--- src/rtl/write_arbiter_rr_pkg.sv ---
// rtl/write_arbiter_rr_pkg.sv - shared widths and address decode for the write-path arbiter
package write_arbiter_rr_pkg;

    function automatic int idx_width(input int n);
        return (n > 1) ? $clog2(n) : 1;
    endfunction

    function automatic int calc_mw(input int m);
        return idx_width(m);
    endfunction

    function automatic int calc_sw(input int s);
        return idx_width(s);
    endfunction

    // slice_size and s are powers of two, so the decode is a shift plus mask
    function automatic logic [31:0] decode_slave(input logic [63:0] addr,
                                                 input logic [63:0] slice_size,
                                                 input int unsigned s);
        int sh;
        sh = 0;
        for (int i = 0; i < 64; i++) begin
            if (slice_size == (64'd1 << i)) sh = i;
        end
        return 32'((addr >> sh) & (64'(s) - 64'd1));
    endfunction

endpackage

--- src/rtl/write_arbiter_rr_arb_fifo.sv ---
// rtl/write_arbiter_rr_arb_fifo.sv - small ordering FIFO with registered count
module arb_fifo
    import write_arbiter_rr_pkg::*;
#(
    parameter int DATA_WIDTH = 2,
    parameter int DEPTH      = 4
) (
    input  logic                  clk,
    input  logic                  clr,
    input  logic                  push,
    input  logic                  pop,
    input  logic [DATA_WIDTH-1:0] din,
    output logic [DATA_WIDTH-1:0] head,
    output logic                  empty,
    output logic                  full
);
    localparam int AW = idx_width(DEPTH);
    localparam int CW = AW + 1;

    logic [DATA_WIDTH-1:0] mem_q [DEPTH];
    logic [DATA_WIDTH-1:0] mem_d [DEPTH];
    logic [AW-1:0]         wr_ptr_q, wr_ptr_d, rd_ptr_q, rd_ptr_d;
    logic [CW-1:0]         count_q, count_d;
    logic                  push_ok, pop_ok;

    assign empty = (count_q == '0);
    assign full  = (count_q == CW'(DEPTH));
    assign head  = mem_q[rd_ptr_q];

    // full/empty come from the registered count, so a same-cycle pop never frees a slot
    always_comb begin
        push_ok  = push && !full;
        pop_ok   = pop && !empty;
        wr_ptr_d = push_ok ? wr_ptr_q + AW'(1) : wr_ptr_q;
        rd_ptr_d = pop_ok ? rd_ptr_q + AW'(1) : rd_ptr_q;
        count_d  = count_q + CW'(push_ok) - CW'(pop_ok);
        mem_d    = mem_q;
        if (push_ok) mem_d[wr_ptr_q] = din;
    end

    always_ff @(posedge clk) begin
        if (clr) begin
            wr_ptr_q <= '0;
            rd_ptr_q <= '0;
            count_q  <= '0;
        end else begin
            wr_ptr_q <= wr_ptr_d;
            rd_ptr_q <= rd_ptr_d;
            count_q  <= count_d;
        end
    end

    always_ff @(posedge clk) begin
        mem_q <= mem_d;
    end

endmodule

--- src/rtl/write_arbiter_rr.sv ---
// rtl/write_arbiter_rr.sv - M x S AXI-lite write arbiter: round-robin AW, ordered W and B routing
module write_arbiter_rr
    import write_arbiter_rr_pkg::*;
#(
    parameter int          M          = 4,
    parameter int          S          = 4,
    parameter int          DEPTH      = 4,
    parameter int          ADDR_WIDTH = 32,
    parameter logic [31:0] SLICE_SIZE = 32'h80
) (
    input  logic                      clk,
    input  logic                      clr,
    input  logic [M-1:0]              aw_valid_f,
    input  logic [M*ADDR_WIDTH-1:0]   aw_addr_f,
    output logic [M-1:0]              aw_grant_f,
    output logic [M*calc_sw(S)-1:0]   aw_sel_f,
    input  logic [M-1:0]              w_valid_f,
    input  logic [M-1:0]              w_last_f,
    output logic [M-1:0]              w_grant_f,
    output logic [M*calc_sw(S)-1:0]   w_sel_f,
    input  logic [S-1:0]              b_valid_f,
    input  logic [M-1:0]              b_ready_f,
    output logic [S-1:0]              b_grant_f,
    output logic [S*calc_mw(M)-1:0]   b_sel_f
);
    localparam int MW = calc_mw(M);
    localparam int SW = calc_sw(S);

    logic [SW-1:0] aw_sel [M];
    logic [SW-1:0] mq_head [M];
    logic [M-1:0]  mq_empty, mq_full, mq_pop;
    logic [MW-1:0] wq_head [S], wq_din [S], bq_head [S], bq_din [S];
    logic [S-1:0]  wq_empty, wq_full, wq_push, wq_pop;
    logic [S-1:0]  bq_empty, bq_full, bq_push, bq_pop;
    logic [MW-1:0] rr_ptr_q [S];
    logic [MW-1:0] rr_ptr_d [S];

    // {found, index} of the first requester at or after ptr, wrapping modulo M
    function automatic logic [MW:0] rr_pick(input logic [M-1:0] req, input logic [MW-1:0] ptr);
        logic [MW:0] res;
        int          idx;
        res = '0;
        for (int i = M - 1; i >= 0; i--) begin
            idx = (int'(ptr) + i) % M;
            if (req[idx]) res = {1'b1, MW'(idx)};
        end
        return res;
    endfunction

    genvar gm, gs;
    generate
        for (gm = 0; gm < M; gm++) begin : g_mq
            assign aw_sel[gm] = SW'(decode_slave(64'(aw_addr_f[gm*ADDR_WIDTH +: ADDR_WIDTH]),
                                                 64'(SLICE_SIZE), S));
            assign aw_sel_f[gm*SW +: SW] = aw_sel[gm];
            arb_fifo #(.DATA_WIDTH(SW), .DEPTH(DEPTH)) u_mq (
                .clk(clk), .clr(clr), .push(aw_grant_f[gm]), .pop(mq_pop[gm]),
                .din(aw_sel[gm]), .head(mq_head[gm]), .empty(mq_empty[gm]), .full(mq_full[gm])
            );
        end
        for (gs = 0; gs < S; gs++) begin : g_sq
            arb_fifo #(.DATA_WIDTH(MW), .DEPTH(DEPTH)) u_wq (
                .clk(clk), .clr(clr), .push(wq_push[gs]), .pop(wq_pop[gs]),
                .din(wq_din[gs]), .head(wq_head[gs]), .empty(wq_empty[gs]), .full(wq_full[gs])
            );
            arb_fifo #(.DATA_WIDTH(MW), .DEPTH(DEPTH)) u_bq (
                .clk(clk), .clr(clr), .push(bq_push[gs]), .pop(bq_pop[gs]),
                .din(bq_din[gs]), .head(bq_head[gs]), .empty(bq_empty[gs]), .full(bq_full[gs])
            );
        end
    endgenerate

    // AW depends only on aw_* inputs and registered FIFO state
    always_comb begin
        logic [M-1:0] req;
        logic [MW:0]  pick;
        aw_grant_f = '0;
        wq_push    = '0;
        for (int s = 0; s < S; s++) begin
            wq_din[s]   = '0;
            rr_ptr_d[s] = rr_ptr_q[s];
            req = '0;
            for (int m = 0; m < M; m++) begin
                req[m] = aw_valid_f[m] && (aw_sel[m] == SW'(s)) && !mq_full[m];
            end
            pick = rr_pick(req, rr_ptr_q[s]);
            if (pick[MW] && !wq_full[s] && !clr) begin
                aw_grant_f[pick[MW-1:0]] = 1'b1;
                wq_push[s]  = 1'b1;
                wq_din[s]   = pick[MW-1:0];
                rr_ptr_d[s] = MW'((int'(pick[MW-1:0]) + 1) % M);
            end
        end
    end

    // a master's W path opens only when it is at the head of its target slave's queue
    always_comb begin
        logic [SW-1:0] hs;
        w_grant_f = '0;
        w_sel_f   = '0;
        mq_pop    = '0;
        wq_pop    = '0;
        bq_push   = '0;
        for (int s = 0; s < S; s++) bq_din[s] = '0;
        for (int m = 0; m < M; m++) begin
            hs = mq_head[m];
            if (!clr && !mq_empty[m] && !wq_empty[hs] && (wq_head[hs] == MW'(m)) && !bq_full[hs]) begin
                w_grant_f[m]          = 1'b1;
                w_sel_f[m*SW +: SW]   = hs;
                if (w_valid_f[m] && w_last_f[m]) begin
                    mq_pop[m]   = 1'b1;
                    wq_pop[hs]  = 1'b1;
                    bq_push[hs] = 1'b1;
                    bq_din[hs]  = MW'(m);
                end
            end
        end
    end

    always_comb begin
        b_grant_f = '0;
        b_sel_f   = '0;
        bq_pop    = '0;
        for (int s = 0; s < S; s++) begin
            if (!clr && !bq_empty[s]) begin
                b_grant_f[s]        = 1'b1;
                b_sel_f[s*MW +: MW] = bq_head[s];
                bq_pop[s]           = b_valid_f[s] && b_ready_f[bq_head[s]];
            end
        end
    end

    always_ff @(posedge clk) begin
        for (int s = 0; s < S; s++) begin
            if (clr) rr_ptr_q[s] <= '0;
            else     rr_ptr_q[s] <= rr_ptr_d[s];
        end
    end

endmodule

--- config.mk ---
export PLATFORM = sky130hd
export DESIGN_NAME = write_arbiter_rr
export DESIGN_NICKNAME = d
export VERILOG_FILES = /design/src/rtl/write_arbiter_rr_pkg.sv /design/src/rtl/write_arbiter_rr_arb_fifo.sv /design/src/rtl/write_arbiter_rr.sv
export SDC_FILE = /design/constraint.sdc
export NUM_CORES = 1
export LEC_CHECK = 0
export ABC_CLOCK_PERIOD_IN_PS = 4700
export BUFFER_PORTS_ARGS = -buffer_cell sky130_fd_sc_hd__buf_4
export CAP_MARGIN = 15
export CORE_ASPECT_RATIO = 1.25
export CORE_MARGIN = 2
export CORE_UTILIZATION = 55
export CTS_BUF_LIST = sky130_fd_sc_hd__clkbuf_4 sky130_fd_sc_hd__clkbuf_8 sky130_fd_sc_hd__clkbuf_16
export CTS_CLUSTER_DIAMETER = 50
export DETAILED_ROUTE_END_ITERATION = 8
export GPL_TIMING_DRIVEN = 0
export PLACE_DENSITY_LB_ADDON = 0.25
export SETUP_SLACK_MARGIN = 0.05
export SLEW_MARGIN = 0
export SYNTH_ARGS = -nofsm -noshare
export SYNTH_HDL_FRONTEND = slang
export SYNTH_SLANG_ARGS = --single-unit
--- constraint.sdc ---
create_clock -name clk -period 4.7 [get_ports clk]
set_input_delay 0.47 -clock clk [delete_from_list [all_inputs] [get_ports clk]]
set_output_delay 0.47 -clock clk [all_outputs]
set_load 0.02 [all_outputs]
==> metrics.txt <==
# TYPE chip_impl_metric gauge
chip_impl_info{name="outcome",value="complete, no violations"} 1
chip_impl_metric{name="seq_area_frac_synth",unit="%"} 45.80
chip_impl_metric{name="boundaryPins",unit=""} 186
chip_impl_info{name="cp_cell_sequence",value="nor3b_1 -> nor3_1 -> a211oi_1 -> o31ai_1 -> nor3_2 -> inv_1 -> ha_1 -> inv_1 -> ha_1 -> fa_1 -> xnor2_1 -> nor2_1"} 1
chip_impl_info{name="tritoncts_clock_tree",value="done"} 1
chip_impl_metric{name="worst_path_largest_cell_delay",unit="ns"} 0.70
chip_impl_metric{name="die_width",unit="um"} 126.5
chip_impl_metric{name="ys_types",unit=""} 64
chip_impl_metric{name="max-clock-path-buffers",unit=""} 2
chip_impl_metric{name="p_leak",unit="nW"} 4.747
chip_impl_metric{name="worstPathMaxFanout",unit=""} 9
chip_impl_metric{name="finClkSkew",unit="ns"} 0.007208
chip_impl_metric{name="period_needed",unit="ns"} 4.246
chip_impl_metric{name="fmax",unit="MHz"} 235.5
chip_impl_metric{name="async_flop_share",unit="%"} 0
chip_impl_metric{name="report.final.hold_viol_count",unit=""} 0
chip_impl_metric{name="synthDominantCellAreaShare",unit="%"} 27.95
chip_impl_metric{name="synth-edff-count",unit=""} 96
chip_impl_metric{name="power.ir.vdd_worst",unit="uV"} 270.7
chip_impl_metric{name="fp.coreArea",unit="sq um"} 18570
chip_impl_metric{name="post-cts-setup-buffer-count",unit=""} 0
chip_impl_metric{name="global_route.usage.total",unit="%"} 24.04
chip_impl_metric{name="postRouteAntennaNets",unit=""} 0
chip_impl_info{name="synthMostInstantiatedCell",value="sky130_fd_sc_hd__edfxtp_1"} 1
chip_impl_info{name="ys.flop_type",value="sky130_fd_sc_hd__edfxtp_1"} 1
chip_impl_metric{name="finalSetupViolations",unit=""} 0
chip_impl_metric{name="synth_seq_cells",unit=""} 188
chip_impl_metric{name="worstMarginPinSlew",unit="ns"} 0.9984
chip_impl_info{name="post_synth_most_frequent_cells",value="sky130_fd_sc_hd__edfxtp_1 (96), sky130_fd_sc_hd__inv_1 (93), sky130_fd_sc_hd__dfxtp_1 (92)"} 1
chip_impl_metric{name="grt_start_max_net_pins",unit=""} 18
chip_impl_metric{name="route.detailed.drc",unit=""} 0
chip_impl_metric{name="report.power.total",unit="W"} 0.004239
chip_impl_metric{name="worst-endpoint-arrival",unit="ns"} 4.55
chip_impl_metric{name="drt_first_iter_violations",unit=""} 486
chip_impl_metric{name="post_cts_resize_count",unit=""} 0
chip_impl_metric{name="synth-warning-count",unit=""} 0
chip_impl_metric{name="area_growth",unit="%"} 14.03
chip_impl_metric{name="gp_congestion",unit=""} 0.9075
chip_impl_metric{name="post_synthesis_cell_area",unit="sq um"} 10310
chip_impl_metric{name="post_cts_hold_buffer_count",unit=""} 0
chip_impl_info{name="synth_top_area_cell",value="sky130_fd_sc_hd__edfxtp_1"} 1
chip_impl_metric{name="cp.buffers_inverters",unit=""} 2
chip_impl_metric{name="finalCoreUtilization",unit="%"} 63.35
chip_impl_metric{name="required_worst_endpoint",unit="ns"} 5.00
chip_impl_metric{name="max_cap_violations",unit=""} 0
chip_impl_metric{name="wl_per_cell",unit="um"} 18.15
chip_impl_metric{name="hpwl",unit="um"} 17190
chip_impl_metric{name="drt-vias-per-instance",unit=""} 5.618
chip_impl_metric{name="power.density_cell_area",unit="nW/um^2"} 360.4
chip_impl_metric{name="cts_made_buffers",unit=""} 17
chip_impl_metric{name="clock_sinks",unit=""} 188
chip_impl_metric{name="die_area",unit="sq um"} 19870
chip_impl_metric{name="finalSetupTns",unit="ns"} 0
chip_impl_info{name="timing.critical_path.slowest_stage_cell",value="sky130_fd_sc_hd__nor3b_1"} 1
chip_impl_metric{name="antenna_found_initial",unit=""} 0
chip_impl_metric{name="relSlewSlack",unit="%"} 32.87
chip_impl_metric{name="io_buffers",unit=""} 64
chip_impl_metric{name="die_y",unit="um"} 157.1
chip_impl_metric{name="firstDrtPassIters",unit=""} 5
chip_impl_metric{name="postSynthNetCount",unit=""} 1182
chip_impl_info{name="worstSetupEndpointType",value="register"} 1
chip_impl_metric{name="antenna_cells_inserted",unit=""} 0
chip_impl_metric{name="holdWs",unit="ns"} 0.2768
chip_impl_metric{name="std_cell_rows",unit=""} 56
chip_impl_metric{name="clkLatencyLatePin",unit="ns"} 0.44
chip_impl_metric{name="routed-via-count",unit=""} 7101
chip_impl_metric{name="finalCritPeriodShare",unit="%"} 90.34
chip_impl_info{name="rsz_0062_raised_after_global_routing",value="false"} 1
chip_impl_metric{name="syn_avg_cell_area",unit="sq um"} 11.02
chip_impl_metric{name="wirelength",unit="um"} 22950
chip_impl_info{name="cpLargestDelayFamily",value="simple AND/OR/NAND/NOR gates"} 1
chip_impl_metric{name="final_nets",unit=""} 1265
chip_impl_metric{name="grt_pass1_wl",unit="um"} 36490
chip_impl_metric{name="initial_utilization",unit="%"} 55.55
chip_impl_metric{name="grt_pass1_vias",unit=""} 7123
chip_impl_metric{name="place_ws",unit="ns"} 0.5183
chip_impl_metric{name="overflow",unit=""} 0
chip_impl_info{name="cts_root_buffer",value="sky130_fd_sc_hd__clkbuf_16"} 1
chip_impl_metric{name="synthCells",unit=""} 936
chip_impl_metric{name="timing.final.max_slew_violations",unit=""} 0
chip_impl_info{name="netlist_top_cells_area",value="sky130_fd_sc_hd__edfxtp_1 (28%), sky130_fd_sc_hd__dfxtp_1 (18%), sky130_fd_sc_hd__ha_1 (10%), sky130_fd_sc_hd__mux4_2 (6.3%), sky130_fd_sc_hd__inv_1 (3.4%)"} 1
chip_impl_info{name="worst_setup_path_start_kind",value="register"} 1
chip_impl_info{name="critPathKind",value="reg -> reg"} 1
chip_impl_metric{name="drive_gt1_share",unit="%"} 15.70
chip_impl_metric{name="final_critical_path_setup_slack",unit="ns"} 0.4541
chip_impl_metric{name="h-tree-depth",unit=""} 4
chip_impl_info{name="min-delay-path-class",value="in -> reg"} 1
chip_impl_metric{name="final.fill_count",unit=""} 1492
chip_impl_metric{name="path_clk_slew",unit="ns"} 0.07
-- placed cells by master, fill, tap and decap left out, drive strengths merged, types with 4 or more instances in the layout --
master	instances
fa	12
mux2	4
xor2	12
nand3	14
a222oi	4
clkbuf	39
a21oi	8
nor2	87
nor2b	37
nand2b	13
inv	96
nor4	6
a41oi	4
mux2i	12
o21ai	23
xnor2	39
nor3b	10
o22ai	5
edfxtp	96
nand2	39
buf	80
dfxtp	92
o31ai	13
and2	46
a211oi	4
or3	7
and3	15
or3b	7
nand4b	10
ha	84
bufinv	6
mux4	30
nand3b	6
nor3	29
nand4	8
-- worst paths after layout --
kind / from / end / slack, ns / depth (start not counted)
worst max-delay path: g_sq[3].u_bq.count_q[1] / g_sq[1].u_wq.count_q[2] / 0.45 / 12
worst min-delay path: aw_addr_f[39] / g_mq[1].u_mq.mem_q[6] / 0.28 / 1
worst max register to register: g_sq[3].u_bq.count_q[1] / g_sq[1].u_wq.count_q[2] / 0.45 / 12
worst min register to register: g_sq[3].u_wq.rd_ptr_q[1] / g_sq[3].u_wq.rd_ptr_q[1] / 0.50 / 1
-- flip-flops by register name, indices dropped and copies added, names as in the netlist, 12 cells and up --
name and cells:
g_mq.u_mq.count_q 12, g_mq.u_mq.mem_q 32, g_sq.u_bq.count_q 12, g_sq.u_bq.mem_q 32
g_sq.u_wq.count_q 12, g_sq.u_wq.mem_q 32
-- final cells by class --
type	instances	area (sq um)	area share (%)
multi-input cells	619	5044	42.88
repair buffers	64	480.5	4.085
well taps	232	290.3	2.468
flip-flops and latches	188	4725	40.17
clock inverters	13	236.5	2.010
plain buffers	36	197.7	1.681
clock buffers	19	440.4	3.744
inverters	93	349.1	2.968
-- metal layers --
metal / up-vias / GRT usage [%] / part of all wire [%] / wire (um)
li1: 3420 / - / - / -
met1: 3455 / 28.59 / 41 / 9487
met2: 185 / 43.47 / 52 / 11900
met3: 41 / 4.011 / 4.4 / 1000
met4: 0 / 9.210 / 2.4 / 556
met5: - / 0 / 0 / 0
-- through the flow --
step | std cells | area [sq um]
finish | 1264 | 11760
global route | 1264 | 11760
CTS | 1264 | 11760
detailed placement | 1232 | 11090
global placement | 1232 | 11090
floorplan | 936 | 10310
-- power by group --
| group | leakage [nW] | total (W) | switching [W] | internal, W |
|---|---|---|---|---|
| clock network | 0.329 | 0.00165 | 0.000638 | 0.00102 |
| registers | 1.67 | 0.00190 | 0.0000799 | 0.00182 |
| logic | 2.75 | 0.000685 | 0.000406 | 0.000279 |
-- cells by family after synthesis --
logic type,Yosys count,synth area share [%]
AND/OR/NAND/NOR,344,18.18
adder cells (fa/ha/maj),96,12.52
buffers and inverters,129,5.301
AO/OA/AOI/OAI,82,5.677
XOR/XNOR,51,4.330
flip-flops,188,45.80
multiplexers,46,8.188
Power figures use the tool's default switching activity.
